===== config.mk =====
export PLATFORM = sky130hd
export DESIGN_NAME = hazard_ctrl
export DESIGN_NICKNAME = d
export VERILOG_FILES = /design/src/rtl/hazard_ctrl_pkg.sv /design/src/rtl/hazard_fwd_sel.sv /design/src/rtl/hazard_ctrl.sv
export SDC_FILE = /design/constraint.sdc
export NUM_CORES = 1
export LEC_CHECK = 0
export BUFFER_PORTS_ARGS = -buffer_cell sky130_fd_sc_hd__buf_2
export CORE_AREA = 10 10 125 127
export DETAILED_ROUTE_END_ITERATION = 7
export DIE_AREA = 0 0 135 137
export PLACE_DENSITY = 0.94
export SKIP_LAST_GASP = 1
export SLEW_MARGIN = 40
export SYNTH_ARGS = -nofsm -noshare
export SYNTH_HDL_FRONTEND = slang
export SYNTH_HIERARCHICAL = 1
export SYNTH_SLANG_ARGS = --single-unit

===== constraint.sdc =====
create_clock -name clk -period 3.2 [get_ports clk]
set_input_delay 0.48 -clock clk [delete_from_list [all_inputs] [get_ports clk]]
set_output_delay 0.48 -clock clk [all_outputs]
set_load 0.01 [all_outputs]

===== src/rtl/hazard_ctrl_pkg.sv =====
// ============================================================================
//  Module   : hazard_ctrl_pkg
//  Brief    : Shared constants and in-flight tracking entry for hazard_ctrl
//  Revision : 1.0
// ============================================================================
`default_nettype none

package hazard_ctrl_pkg;

    localparam int XLEN = 32;
    localparam int RA_W = 5;

    typedef struct packed {
        logic            vld;
        logic [RA_W-1:0] rd;
        logic            wr;
        logic            load;
    } trk_entry_t;

    // x0 is hard-wired zero, so it never produces a forwarding hit.
    function automatic logic ent_match(input trk_entry_t e, input logic [RA_W-1:0] a);
        return e.vld & e.wr & (e.rd == a) & (a != '0);
    endfunction

endpackage

`default_nettype wire


===== src/rtl/hazard_fwd_sel.sv =====
// ============================================================================
//  Module   : hazard_fwd_sel
//  Brief    : Per-operand table match, youngest-first forward select, hazard
//  Revision : 1.0
// ============================================================================
`default_nettype none

module hazard_fwd_sel #(
    parameter int XLEN     = hazard_ctrl_pkg::XLEN,
    parameter int NSTG     = 3,
    parameter int LOAD_LAT = 1
) (
    input  hazard_ctrl_pkg::trk_entry_t [NSTG-1:0] i_tbl,
    input  logic [NSTG*XLEN-1:0]                   i_res_data,
    input  logic [XLEN-1:0]                        i_rf_rd,
    input  logic [hazard_ctrl_pkg::RA_W-1:0]       i_addr,
    input  logic                                   i_use,
    input  logic                                   i_os_vld,
    output logic [XLEN-1:0]                        o_opnd,
    output logic                                   o_hazard
);
    import hazard_ctrl_pkg::*;

    logic [XLEN-1:0] w_opnd;
    logic            w_hit;
    logic            w_rdy;

    // Walk oldest to youngest so the youngest match overwrites older ones.
    always_comb begin
        w_opnd = i_rf_rd;
        w_hit  = 1'b0;
        w_rdy  = 1'b1;
        for (int k = NSTG - 1; k >= 0; k--) begin
            if (ent_match(i_tbl[k], i_addr)) begin
                w_opnd = i_res_data[k*XLEN +: XLEN];
                w_hit  = 1'b1;
                w_rdy  = !(i_tbl[k].load && (k < LOAD_LAT));
            end
        end
        if (i_addr == '0) begin
            w_opnd = '0;
        end
    end

    assign o_opnd   = w_opnd;
    assign o_hazard = i_os_vld & i_use & w_hit & ~w_rdy;

endmodule

`default_nettype wire


===== src/rtl/hazard_ctrl.sv =====
// ============================================================================
//  Module   : hazard_ctrl
//  Brief    : Pipeline hazard control: forwarding, load-use stall, jump flush
//  Revision : 1.0
// ============================================================================
`default_nettype none

module hazard_ctrl #(
    parameter int XLEN        = hazard_ctrl_pkg::XLEN,
    parameter int NSTG        = 3,
    parameter int LOAD_LAT    = 1,
    parameter int FLUSH_DEPTH = 2,
    parameter int CNT_W       = 16
) (
    input  logic                               clk,
    input  logic                               rst_n,
    input  logic                               i_os_vld,
    input  logic [hazard_ctrl_pkg::RA_W-1:0]   i_os_rs1,
    input  logic [hazard_ctrl_pkg::RA_W-1:0]   i_os_rs2,
    input  logic                               i_os_use1,
    input  logic                               i_os_use2,
    input  logic [hazard_ctrl_pkg::RA_W-1:0]   i_os_rd,
    input  logic                               i_os_wr,
    input  logic                               i_os_load,
    input  logic [XLEN-1:0]                    i_rf_rd1,
    input  logic [XLEN-1:0]                    i_rf_rd2,
    input  logic [NSTG*XLEN-1:0]               i_res_data,
    input  logic                               i_ex_jmp_vld,
    input  logic [XLEN-1:0]                    i_ex_jmp_addr,
    output logic [XLEN-1:0]                    o_of_x1,
    output logic [XLEN-1:0]                    o_of_x2,
    output logic                               o_stall,
    output logic                               o_nop,
    output logic                               o_jmp_vld,
    output logic [XLEN-1:0]                    o_jmp_addr,
    output logic                               o_ex_vld,
    output logic [CNT_W-1:0]                   o_cnt_stall,
    output logic [CNT_W-1:0]                   o_cnt_flush
);
    import hazard_ctrl_pkg::*;

    trk_entry_t [NSTG-1:0] r_tbl;
    logic [2:0]            r_fl_cnt;
    logic [CNT_W-1:0]      r_cnt_stall;
    logic [CNT_W-1:0]      r_cnt_flush;

    logic       w_haz1;
    logic       w_haz2;
    logic       w_taken;
    logic       w_nop;
    logic       w_stall;
    logic       w_issue;
    trk_entry_t w_new;

    hazard_fwd_sel #(
        .XLEN     (XLEN),
        .NSTG     (NSTG),
        .LOAD_LAT (LOAD_LAT)
    ) u_fwd1 (
        .i_tbl      (r_tbl),
        .i_res_data (i_res_data),
        .i_rf_rd    (i_rf_rd1),
        .i_addr     (i_os_rs1),
        .i_use      (i_os_use1),
        .i_os_vld   (i_os_vld),
        .o_opnd     (o_of_x1),
        .o_hazard   (w_haz1)
    );

    hazard_fwd_sel #(
        .XLEN     (XLEN),
        .NSTG     (NSTG),
        .LOAD_LAT (LOAD_LAT)
    ) u_fwd2 (
        .i_tbl      (r_tbl),
        .i_res_data (i_res_data),
        .i_rf_rd    (i_rf_rd2),
        .i_addr     (i_os_rs2),
        .i_use      (i_os_use2),
        .i_os_vld   (i_os_vld),
        .o_opnd     (o_of_x2),
        .o_hazard   (w_haz2)
    );

    // A jump only counts when the instruction sitting in EX is real.
    assign w_taken = i_ex_jmp_vld & r_tbl[0].vld;
    assign w_nop   = w_taken | (r_fl_cnt != 3'd0);
    assign w_stall = (w_haz1 | w_haz2) & ~w_nop;
    assign w_issue = i_os_vld & ~w_stall & ~w_nop;
    assign w_new   = w_issue ? trk_entry_t'{vld: 1'b1, rd: i_os_rd, wr: i_os_wr, load: i_os_load}
                             : trk_entry_t'('0);

    always_ff @(posedge clk or negedge rst_n) begin
        if (!rst_n) begin
            r_tbl       <= '0;
            r_fl_cnt    <= 3'd0;
            r_cnt_stall <= '0;
            r_cnt_flush <= '0;
        end else begin
            r_tbl <= {r_tbl[NSTG-2:0], w_new};

            if (w_taken) begin
                r_fl_cnt <= 3'(FLUSH_DEPTH - 1);
            end else if (r_fl_cnt != 3'd0) begin
                r_fl_cnt <= r_fl_cnt - 3'd1;
            end

            if (w_stall && (r_cnt_stall != '1)) begin
                r_cnt_stall <= r_cnt_stall + 1'b1;
            end
            if (w_taken && (r_cnt_flush != '1)) begin
                r_cnt_flush <= r_cnt_flush + 1'b1;
            end
        end
    end

    assign o_stall     = w_stall;
    assign o_nop       = w_nop;
    assign o_jmp_vld   = w_taken;
    assign o_jmp_addr  = i_ex_jmp_addr;
    assign o_ex_vld    = r_tbl[0].vld;
    assign o_cnt_stall = r_cnt_stall;
    assign o_cnt_flush = r_cnt_flush;

endmodule

`default_nettype wire


==> metrics.yaml, run 1 <==
global_routing:
  grt-ovfl-total: 0
  use_met1: 0.303
  grt_pass1_wl_mm: 37.2
  grt_max_degree: 57
  grtUsageMet3: 0.0913
  top_usage_layer: "met2"
  grt_pass1_vias: 6549
  grt_usage: 0.250
  gr-usage-met2: 0.400
  antenna_found_initial: 3
job:
  cap_viol_max_count: 0
detailed_routing:
  routed_wl_mm: 25.2
  num_vias: 6735
  viasPerCell: 6.15
  ant_nets: 0
  drtIter0Drc: 782
  drtPass1Iterations: 8
  post_drt_wl_per_cell_um: 23.0
  drc: 0
clock_network:
  post_cts_buffers: 0
  clock_sinks: 57
  cts_tree: "built"
  cts_root_buf: "clkbuf_16"
  numCtsBuffers: 9
  cts-resized-gates: 0
  clockBufferDepth: 2
  clk_latency_ps: 320
  cts_htree_levels: 3
  cts_hold_buf: 0
  clkTransAtPathRegs_ps: 60
sta:
  hold_viol: 0
  timing.final.max_slew_violations: 0
  period_needed_ps: 3010
  fin_crit_sh: 0.940
  rsz0062_at_grt: "no"
  hold_slack_ps: 173
  setup_tns_ps: 0
  max-slew-margin-rel: 0.499
  fmax_mhz: 333
  setup_viol: 0
  skew_ps: 8.79
  tightest_slew_ps: 744
run_status:
  status: "finished, final reports clean"
floorplan:
  std_cell_rows: 42
  start_util: 0.452
  coreArea_um2: 13100
  design.portCount: 347
  die_w_um: 135
  die_area_um2: 18500
  die_h_um: 137
placed_design:
  port_buffers: 282
  hpwl_mm: 19.6
  routabilityCongestion: 0.970
  place_area_um2: 7150
  dp.cells: 1079
worst_setup_path:
  startpoint_type: "flop"
  crit_slowest_cell: "nand4_2"
  cp.required_ps: 2720
  worst_path_largest_cell_delay_ps: 530
  critPathCaptureType: "output pin"
  critPathKind: "flop to output pin"
  cp_max_fo: 18
  arrival_ps: 2530
  path_cells: "inv_1 -> a222oi_1 -> nand4_2 -> buf_12 -> o221ai_2 -> a31oi_1 -> buf_2"
  critical_path.top_delay_family: "buffers and inverters"
  timing.critical_path.buf_inv: 3
logic_synthesis:
  synth_warnings: 6
  netlist_area_um2: 5910
  syn_avg_cell_area_um2: 8.60
  syn_nets: 907
  synthCells: 688
layout:
  area_growth_syn_to_layout_pct: 25.5
  stdcell_count: 1096
  final_common_cell: "buf_2"
  final_cell_mix: "buf_2 (282), nand2_1 (81), a31oi_1 (66)"
  nets: 1133
  layout-drive-gt1-share: 0.440
  final_area_um2: 7420
pwr:
  powerDensity_nw_per_um2: 326
  power_leakage_nw: 3.53
  vdd_drop_max_v: 0.000486
hold_path:
  hold_class: "input pin to asynchronous set/reset pin"
-- layout make-up --
class	instances	area (um^2)
sequential	57	1430
multi-input combinational	527	3760
fill	1124	5660
timing repair buffer	303	1680
inverter	16	60.1
antenna	1	2.50
clock inverter	7	46.3
tap	176	220
clock buffer	9	225
-- registers in the layout, summed over array words and instances (netlist names) --
register     flops
r_tbl           21
o_cnt_flush     16
o_cnt_stall     16
r_fl_cnt         3
o_ex_vld         1
-- worst paths after layout --
kind                            startpoint             end  slack (ps)  depth (start not counted)
worst max-delay path             r_tbl[14]     o_of_x1[12]         190                          7
worst min-delay path                 rst_n  o_cnt_stall[1]         170                          1
worst max register to register    r_tbl[2]  o_cnt_stall[9]         710                          8
worst min register to register    r_tbl[1]        r_tbl[9]         380                          0
max in group asynchronous            rst_n       r_tbl[15]        2210                          2
min in group clk                i_os_rd[2]        r_tbl[4]         370                          2
-- metal layers --
layer	routed length, um	share of wire	vias up
li1	-	-	2970
met4	892	0.035	4
met1	9250	0.37	3106
met2	11700	0.46	562
met5	24	0.00095	-
met3	3370	0.13	93
-- power by group --
| group | internal [mW] | total [mW] | switching (mW) | leakage (nW) |
|---|---|---|---|---|
| logic | 0.334 | 0.698 | 0.364 | 2.63 |
| clock network | 0.520 | 0.852 | 0.332 | 0.128 |
| registers | 0.798 | 0.872 | 0.0733 | 0.772 |
-- through the flow --
step	power, mW	worst slack (ps)	util
3_3_place_gp	1.56	338	0.546
3_5_place_dp	1.57	339	0.546
4_1_cts	2.43	242	0.567
2_1_floorplan	1.28	726	-
5_1_grt	2.55	75.8	0.567
6_report	2.42	193	0.567
(Power assumes the default switching activity.)
==> inputs of run 2 (changes only) <==
--- a/config.mk
+++ b/config.mk
@@ -6,10 +6,10 @@
 export NUM_CORES = 1
 export LEC_CHECK = 0
 export BUFFER_PORTS_ARGS = -buffer_cell sky130_fd_sc_hd__buf_2
-export CORE_AREA = 10 10 125 127
+export CORE_MARGIN = 10
+export CORE_UTILIZATION = 45
 export DETAILED_ROUTE_END_ITERATION = 7
-export DIE_AREA = 0 0 135 137
-export PLACE_DENSITY = 0.94
+export PLACE_DENSITY = 0.93
 export SKIP_LAST_GASP = 1
 export SLEW_MARGIN = 40
 export SYNTH_ARGS = -nofsm -noshare
==> constraint.sdc (replaced) <==
create_clock -name clk -period 3.23 [get_ports clk]
set_input_delay 0.4845 -clock clk [delete_from_list [all_inputs] [get_ports clk]]
set_output_delay 0.4845 -clock clk [all_outputs]
set_load 0.01 [all_outputs]
==> metrics.yaml, run 2 (same netlist as run 1, synthesis figures left out) <==
run_status:
  status: "finished, final reports clean"  # unchanged
floorplan:
  die_w_um: 135  # about the same
  die_h_um: 135  # was 137 um
  std_cell_rows: 41  # was 42
  start_util: 0.465  # was 0.452
  design.portCount: 347  # unchanged
  die_area_um2: 18100  # was 18500 um^2
  coreArea_um2: 12700  # was 13100 um^2
sta:
  setup_ws_ps: 220  # was 193 ps
  fin_crit_sh: 0.932
  setup_tns_ps: 0  # unchanged
  timing.final.max_slew_violations: 0  # unchanged
  setup_viol: 0  # unchanged
  period_needed_ps: 3010
  skew_ps: 5.33  # was 8.79 ps
  tightest_slew_ps: 675  # was 744 ps
  rsz0062_at_grt: "no"  # unchanged
  max-slew-margin-rel: 0.546  # was 0.499
  fmax_mhz: 332
  hold_viol: 0  # unchanged
worst_setup_path:
  cp_max_fo: 17  # was 18
  critical_path.top_delay_family: "compound AO/OA/AOI/OAI gates"  # was buffers and inverters
  arrival_ps: 2530  # about the same
  cp.required_ps: 2750  # was 2720 ps
  crit_start: "r_tbl[14]"  # unchanged
  worst_path_largest_cell_delay_ps: 510  # was 530 ps
  rr_startpoint: "r_tbl[2]"  # unchanged
  critPathKind: "flop to output pin"  # unchanged
  critPathCaptureType: "output pin"  # unchanged
  crit_slowest_cell: "dfrtp_1"  # was nand4_2
  timing.critical_path.buf_inv: 3  # unchanged
  path_cells: "inv_1 -> a222oi_1 -> nand4_2 -> buf_12 -> o221ai_2 -> a31oi_1 -> buf_2"  # unchanged
  startpoint_type: "flop"  # unchanged
layout:
  largest_register: "r_tbl"  # unchanged
  area_growth_syn_to_layout_pct: 26.1  # was 25.5%
  nets: 1133  # unchanged
  final_common_cell: "buf_2"  # unchanged
  largest_register_ffs: 21  # unchanged
  fillerInstances: 1100  # was 1124
  layout-drive-gt1-share: 0.439  # was 0.440
  final_cell_mix: "buf_2 (282), nand2_1 (81), a31oi_1 (66)"  # unchanged
clock_network:
  cts_htree_levels: 3  # unchanged
  clkTransAtPathRegs_ps: 50  # was 60 ps
  cts_tree: "built"  # unchanged
  clockBufferDepth: 2  # unchanged
  cts-resized-gates: 0  # unchanged
  clk_latency_ps: 320  # about the same
  cts_root_buf: "clkbuf_16"  # unchanged
  post_cts_buffers: 0  # unchanged
  numCtsBuffers: 9  # unchanged
  cts_hold_buf: 0  # unchanged
  clock_sinks: 57  # unchanged
pwr:
  p_total_mw: 2.65  # was 2.42 mW
  power_leakage_nw: 3.55  # was 3.53 nW
  powerDensity_nw_per_um2: 355  # was 326 nW/um^2
  vdd_drop_max_v: 0.000516  # was 0.000486 V
global_routing:
  antenna_found_initial: 4  # was 3
  grt_usage: 0.258  # was 0.250
  grt_max_degree: 49  # was 57
  grt-ovfl-total: 0  # unchanged
  grt_pass1_wl_mm: 37.6  # was 37.2 mm
  grt_pass1_vias: 6697  # was 6549
detailed_routing:
  num_vias: 6745  # was 6735
  drc: 0  # unchanged
  ant_nets: 0  # unchanged
  post_drt_wl_per_cell_um: 23.1  # was 23.0 um
  drtPass1Iterations: 6  # was 8
  viasPerCell: 6.17  # was 6.15
  drtIter0Drc: 734  # was 782
  routed_wl_mm: 25.3  # was 25.2 mm
job:
  cap_viol_max_count: 0  # unchanged
placed_design:
  routabilityCongestion: 0.968  # was 0.970
  place_ws_ps: 405  # was 339 ps
  hpwl_mm: 19.0  # was 19.6 mm
  port_buffers: 282  # unchanged
hold_path:
  hold_class: "input pin to asynchronous set/reset pin"  # unchanged
## run 2: cell count changes in the layout (fill, tap and decap cells not counted), sizes merged
cell	before	now
bufinv	0	3
clkbuf	9	10
clkinv	3	1
clkinvlp	3	1
diode	1	3
## run 2: layer usage
layer	global-route usage	part of all wire	vias to the layer above
met5	0	0.00051	-
met4	0.125	0.047	2
met3	0.0916	0.13	100
met2	0.422	0.46	556
met1	0.294	0.36	3109
li1	-	-	2978
## run 2: final timing paths
| path | to | slack (ps) | cells past startpoint |
|---|---|---|---|
| worst min register to register | r_tbl[23] | 400 | 0 |
| min in group clk | r_tbl[2] | 370 | 2 |
| max in group asynchronous | r_tbl[4] | 2280 | 2 |
| worst min-delay path | o_cnt_stall[1] | 120 | 1 |
| worst max-delay path | o_of_x2[8] | 220 | 7 |
| worst max register to register | o_cnt_stall[13] | 640 | 8 |
## run 2: layout make-up
class | count | area, um^2 | share of cell area
diodes | 3 | 7.51 | 0.00101
clock buffers | 10 | 229 | 0.0307
clock inverters | 6 | 115 | 0.0154
inverters | 16 | 60.1 | 0.00805
multi-input cells | 527 | 3760 | 0.504
flip-flops and latches | 57 | 1430 | 0.191
well taps | 172 | 215 | 0.0288
repair buffers | 303 | 1640 | 0.220
## run 2: through the flow
stage / cells / hold WS (ps) / cell area, um^2 / utilization
2_1_floorplan: 688 / 189 / 5910 / -
3_3_place_gp: 1075 / 380 / 7110 / 0.559
3_5_place_dp: 1075 / 387 / 7110 / 0.559
4_1_cts: 1091 / 125 / 7450 / 0.586
5_1_grt: 1093 / 142 / 7460 / 0.586
6_report: 1094 / 121 / 7460 / 0.586
## run 2: report_power, final
part | leakage (nW) | total [mW] | internal (mW) | switching (mW)
logic | 2.62 | 0.692 | 0.331 | 0.361
registers | 0.772 | 0.869 | 0.791 | 0.0778
clock network | 0.163 | 1.09 | 0.757 | 0.331
==> inputs of run 3 (changes only) <==
--- a/config.mk
+++ b/config.mk
@@ -7,9 +7,10 @@
 export LEC_CHECK = 0
 export BUFFER_PORTS_ARGS = -buffer_cell sky130_fd_sc_hd__buf_2
 export CORE_MARGIN = 10
-export CORE_UTILIZATION = 45
+export CORE_UTILIZATION = 46
+export CTS_BUF_LIST = sky130_fd_sc_hd__clkbuf_2
 export DETAILED_ROUTE_END_ITERATION = 7
-export PLACE_DENSITY = 0.93
+export PLACE_DENSITY = 0.95
 export SKIP_LAST_GASP = 1
 export SLEW_MARGIN = 40
 export SYNTH_ARGS = -nofsm -noshare
==> metrics.yaml, run 3 (same netlist as run 1, synthesis figures left out) <==
run_status:
  status: "finished, final reports clean"  # unchanged
worst_setup_path:
  critical_path.top_delay_family: "simple AND/OR/NAND/NOR gates"  # was compound AO/OA/AOI/OAI gates
  path_cells: "xor2_1 -> nor4_2 -> and3b_2 -> buf_12 -> o221ai_2 -> a31oi_1 -> buf_2"  # was inv_1 -> a222oi_1 -> nand4_2 -> buf_12 -> o221ai_2 -> a31oi_1 -> buf_2
  startpoint_type: "flop"  # unchanged
  cp.depth: 7  # unchanged
  rr_worst_depth: 8  # unchanged
  critPathCaptureType: "output pin"  # unchanged
  cp.required_ps: 2750  # about the same
  timing.critical_path.buf_inv: 2  # was 3
  cp_max_fo: 21  # was 17
  arrival_ps: 2620  # was 2530 ps
  worst_path_largest_cell_delay_ps: 440  # was 510 ps
  critPathKind: "flop to output pin"  # unchanged
  crit_slowest_cell: "dfrtp_1"  # unchanged
sta:
  timing.final.max_slew_violations: 0  # unchanged
  period_needed_ps: 3110  # was 3010 ps
  fmax_mhz: 322  # was 332 MHz
  setup_viol: 0  # unchanged
  max-slew-margin-rel: 0.533  # was 0.546
  rsz0062_at_grt: "yes"  # was no
  tightest_slew_ps: 701  # was 675 ps
  fin_crit_sh: 0.963  # was 0.932
  hold_viol: 0  # unchanged
  skew_ps: 24.0  # was 5.33 ps
layout:
  area_growth_syn_to_layout_pct: 22.9  # was 26.1%
  final_common_cell: "buf_2"  # unchanged
  largest_register_ffs: 21  # unchanged
  fillerInstances: 1129  # was 1100
  nets: 1140  # was 1133
  post-route-util: 0.576  # was 0.586
  final_cell_mix: "buf_2 (282), nand2_1 (81), a31oi_1 (66)"  # unchanged
  layout-drive-gt1-share: 0.444  # was 0.439
  largest_register: "r_tbl"  # unchanged
pwr:
  p_sw_frac: 0.357  # was 0.291
  power_frac_clock: 0.236  # was 0.411
  combPwrFrac: 0.340  # was 0.261
  p_int_mw: 1.31  # was 1.88 mW
  p_total_mw: 2.03  # was 2.65 mW
  switching_power_mw: 0.724  # was 0.769 mW
  power_leakage_nw: 3.48  # was 3.55 nW
  vdd_drop_max_v: 0.000392  # was 0.000516 V
  powerDensity_nw_per_um2: 279  # was 355 nW/um^2
  power_frac_seq: 0.424  # was 0.328
clock_network:
  cts_htree_levels: 3  # unchanged
  clock_sinks: 57  # unchanged
  clockBufferDepth: 2  # unchanged
  cts_root_buf: "clkbuf_2"  # was clkbuf_16
  clkTransAtPathRegs_ps: 190  # was 50 ps
  numCtsBuffers: 9  # unchanged
  clk_latency_ps: 490  # was 320 ps
  cts_tree: "built"  # unchanged
detailed_routing:
  ant_nets: 0  # unchanged
  drtIter0Drc: 922  # was 734
  post_drt_wl_per_cell_um: 22.0  # was 23.1 um
  routed_wl_mm: 24.2  # was 25.3 mm
  drc: 0  # unchanged
  drtPass1Iterations: 6  # unchanged
  viasPerCell: 6.21  # was 6.17
  num_vias: 6823  # was 6745
global_routing:
  gr-usage-met2: 0.412  # was 0.422
  grt_pass1_wl_mm: 37.1  # was 37.6 mm
  grt_max_degree: 41  # was 49
  grtUsageMet3: 0.0759  # was 0.0916
  grt_pass1_vias: 6679  # was 6697
  antenna_found_initial: 1  # was 4
  top_usage_layer: "met2"  # unchanged
  use_met1: 0.301  # was 0.294
  grt_usage: 0.253  # was 0.258
  grt-ovfl-total: 0  # unchanged
hold_path:
  hold_depth: 2
  hold_class: "input pin to flop"  # was input pin to asynchronous set/reset pin
placed_design:
  hpwl_mm: 18.9  # was 19.0 mm
  routabilityCongestion: 0.996  # was 0.968
  port_buffers: 282  # unchanged
floorplan:
  die_w_um: 133  # was 135 um
  design.portCount: 347  # unchanged
  start_util: 0.469  # was 0.465
  coreArea_um2: 12600  # was 12700 um^2
  std_cell_rows: 41  # unchanged
  die_area_um2: 17800  # was 18100 um^2
  die_h_um: 133  # was 135 um
job:
  cap_viol_max_count: 0  # unchanged
[run 3: cell count changes in the layout (fill, tap and decap cells not counted), sizes merged]
cell and delta:
buf +6, bufinv -2, clkbuf -1, clkinv +2
diode -2, dlygate4sd3 +1, inv +1
[run 3: worst paths after layout]
check	startpoint	end	slack, ps
setup / recovery	r_tbl[22]	o_of_x2[9]	120
hold / removal	i_os_rd[0]	r_tbl[2]	170
setup reg to reg	r_tbl[2]	o_cnt_stall[9]	660
hold reg to reg	r_tbl[1]	r_tbl[9]	410
max in group asynchronous	rst_n	r_tbl[3]	1900
min in group asynchronous	rst_n	o_cnt_stall[1]	530
[run 3: per-stage QoR]
stage | instance area [um^2] | worst slack (ps) | setup TNS [ps] | std cells | hold WS (ps)
finish | 7270 | 121 | 0 | 1099 | 174
global route | 7270 | -12.3 | -12.3 | 1098 | 125
CTS | 7250 | 88.9 | 0 | 1097 | 2.13
detailed placement | 7130 | 400 | 0 | 1081 | 383
global placement | 7130 | 437 | 0 | 1081 | 373
floorplan | 5910 | 752 | 0 | 688 | 189
[run 3: layout make-up]
cell class / count / area (um^2) / area share
timing repair buffer: 310 / 1670 / 0.230
multi-input combinational: 527 / 3770 / 0.518
clock inverter: 7 / 77.6 / 0.0107
inverter: 16 / 60.1 / 0.00826
clock buffer: 9 / 45.0 / 0.00620
sequential: 57 / 1430 / 0.196
antenna: 1 / 2.50 / 0.000344
tap: 172 / 215 / 0.0296
[run 3: worst register-to-register path: cells and delay by family, from the launching register on]
kind                      cells  cell delay [ps]
and+or+nand+nor               6             1690
DFF                           1              450
xor gates and xnor gates      2              390
[run 3: power groups by stage]
stage / Clock, mW / Sequential (mW) / Combinational [mW]
floorplan: 0 / 0.869 / 0.404
global placement: 0 / 0.869 / 0.661
detailed placement: 0 / 0.875 / 0.681
CTS: 0.492 / 0.861 / 0.687
global route: 0.531 / 0.875 / 0.753
finish: 0.479 / 0.862 / 0.689
[run 3: per-layer routing]
layer	routed length [um]	share of wire	vias to the layer above
li1	-	-	2984
met1	8870	0.37	3151
met2	11200	0.46	585
met3	2980	0.12	103
met4	1090	0.045	0
met5	0	0	-
[run 3: repair_timing]
action / in CTS / in global routing
resized for setup: 0 / 2
hold endpoints to repair: 0 / 8
setup buffers: 0 / 0
endpoints found under the setup margin: 0 / 12
hold buffers: 0 / 1
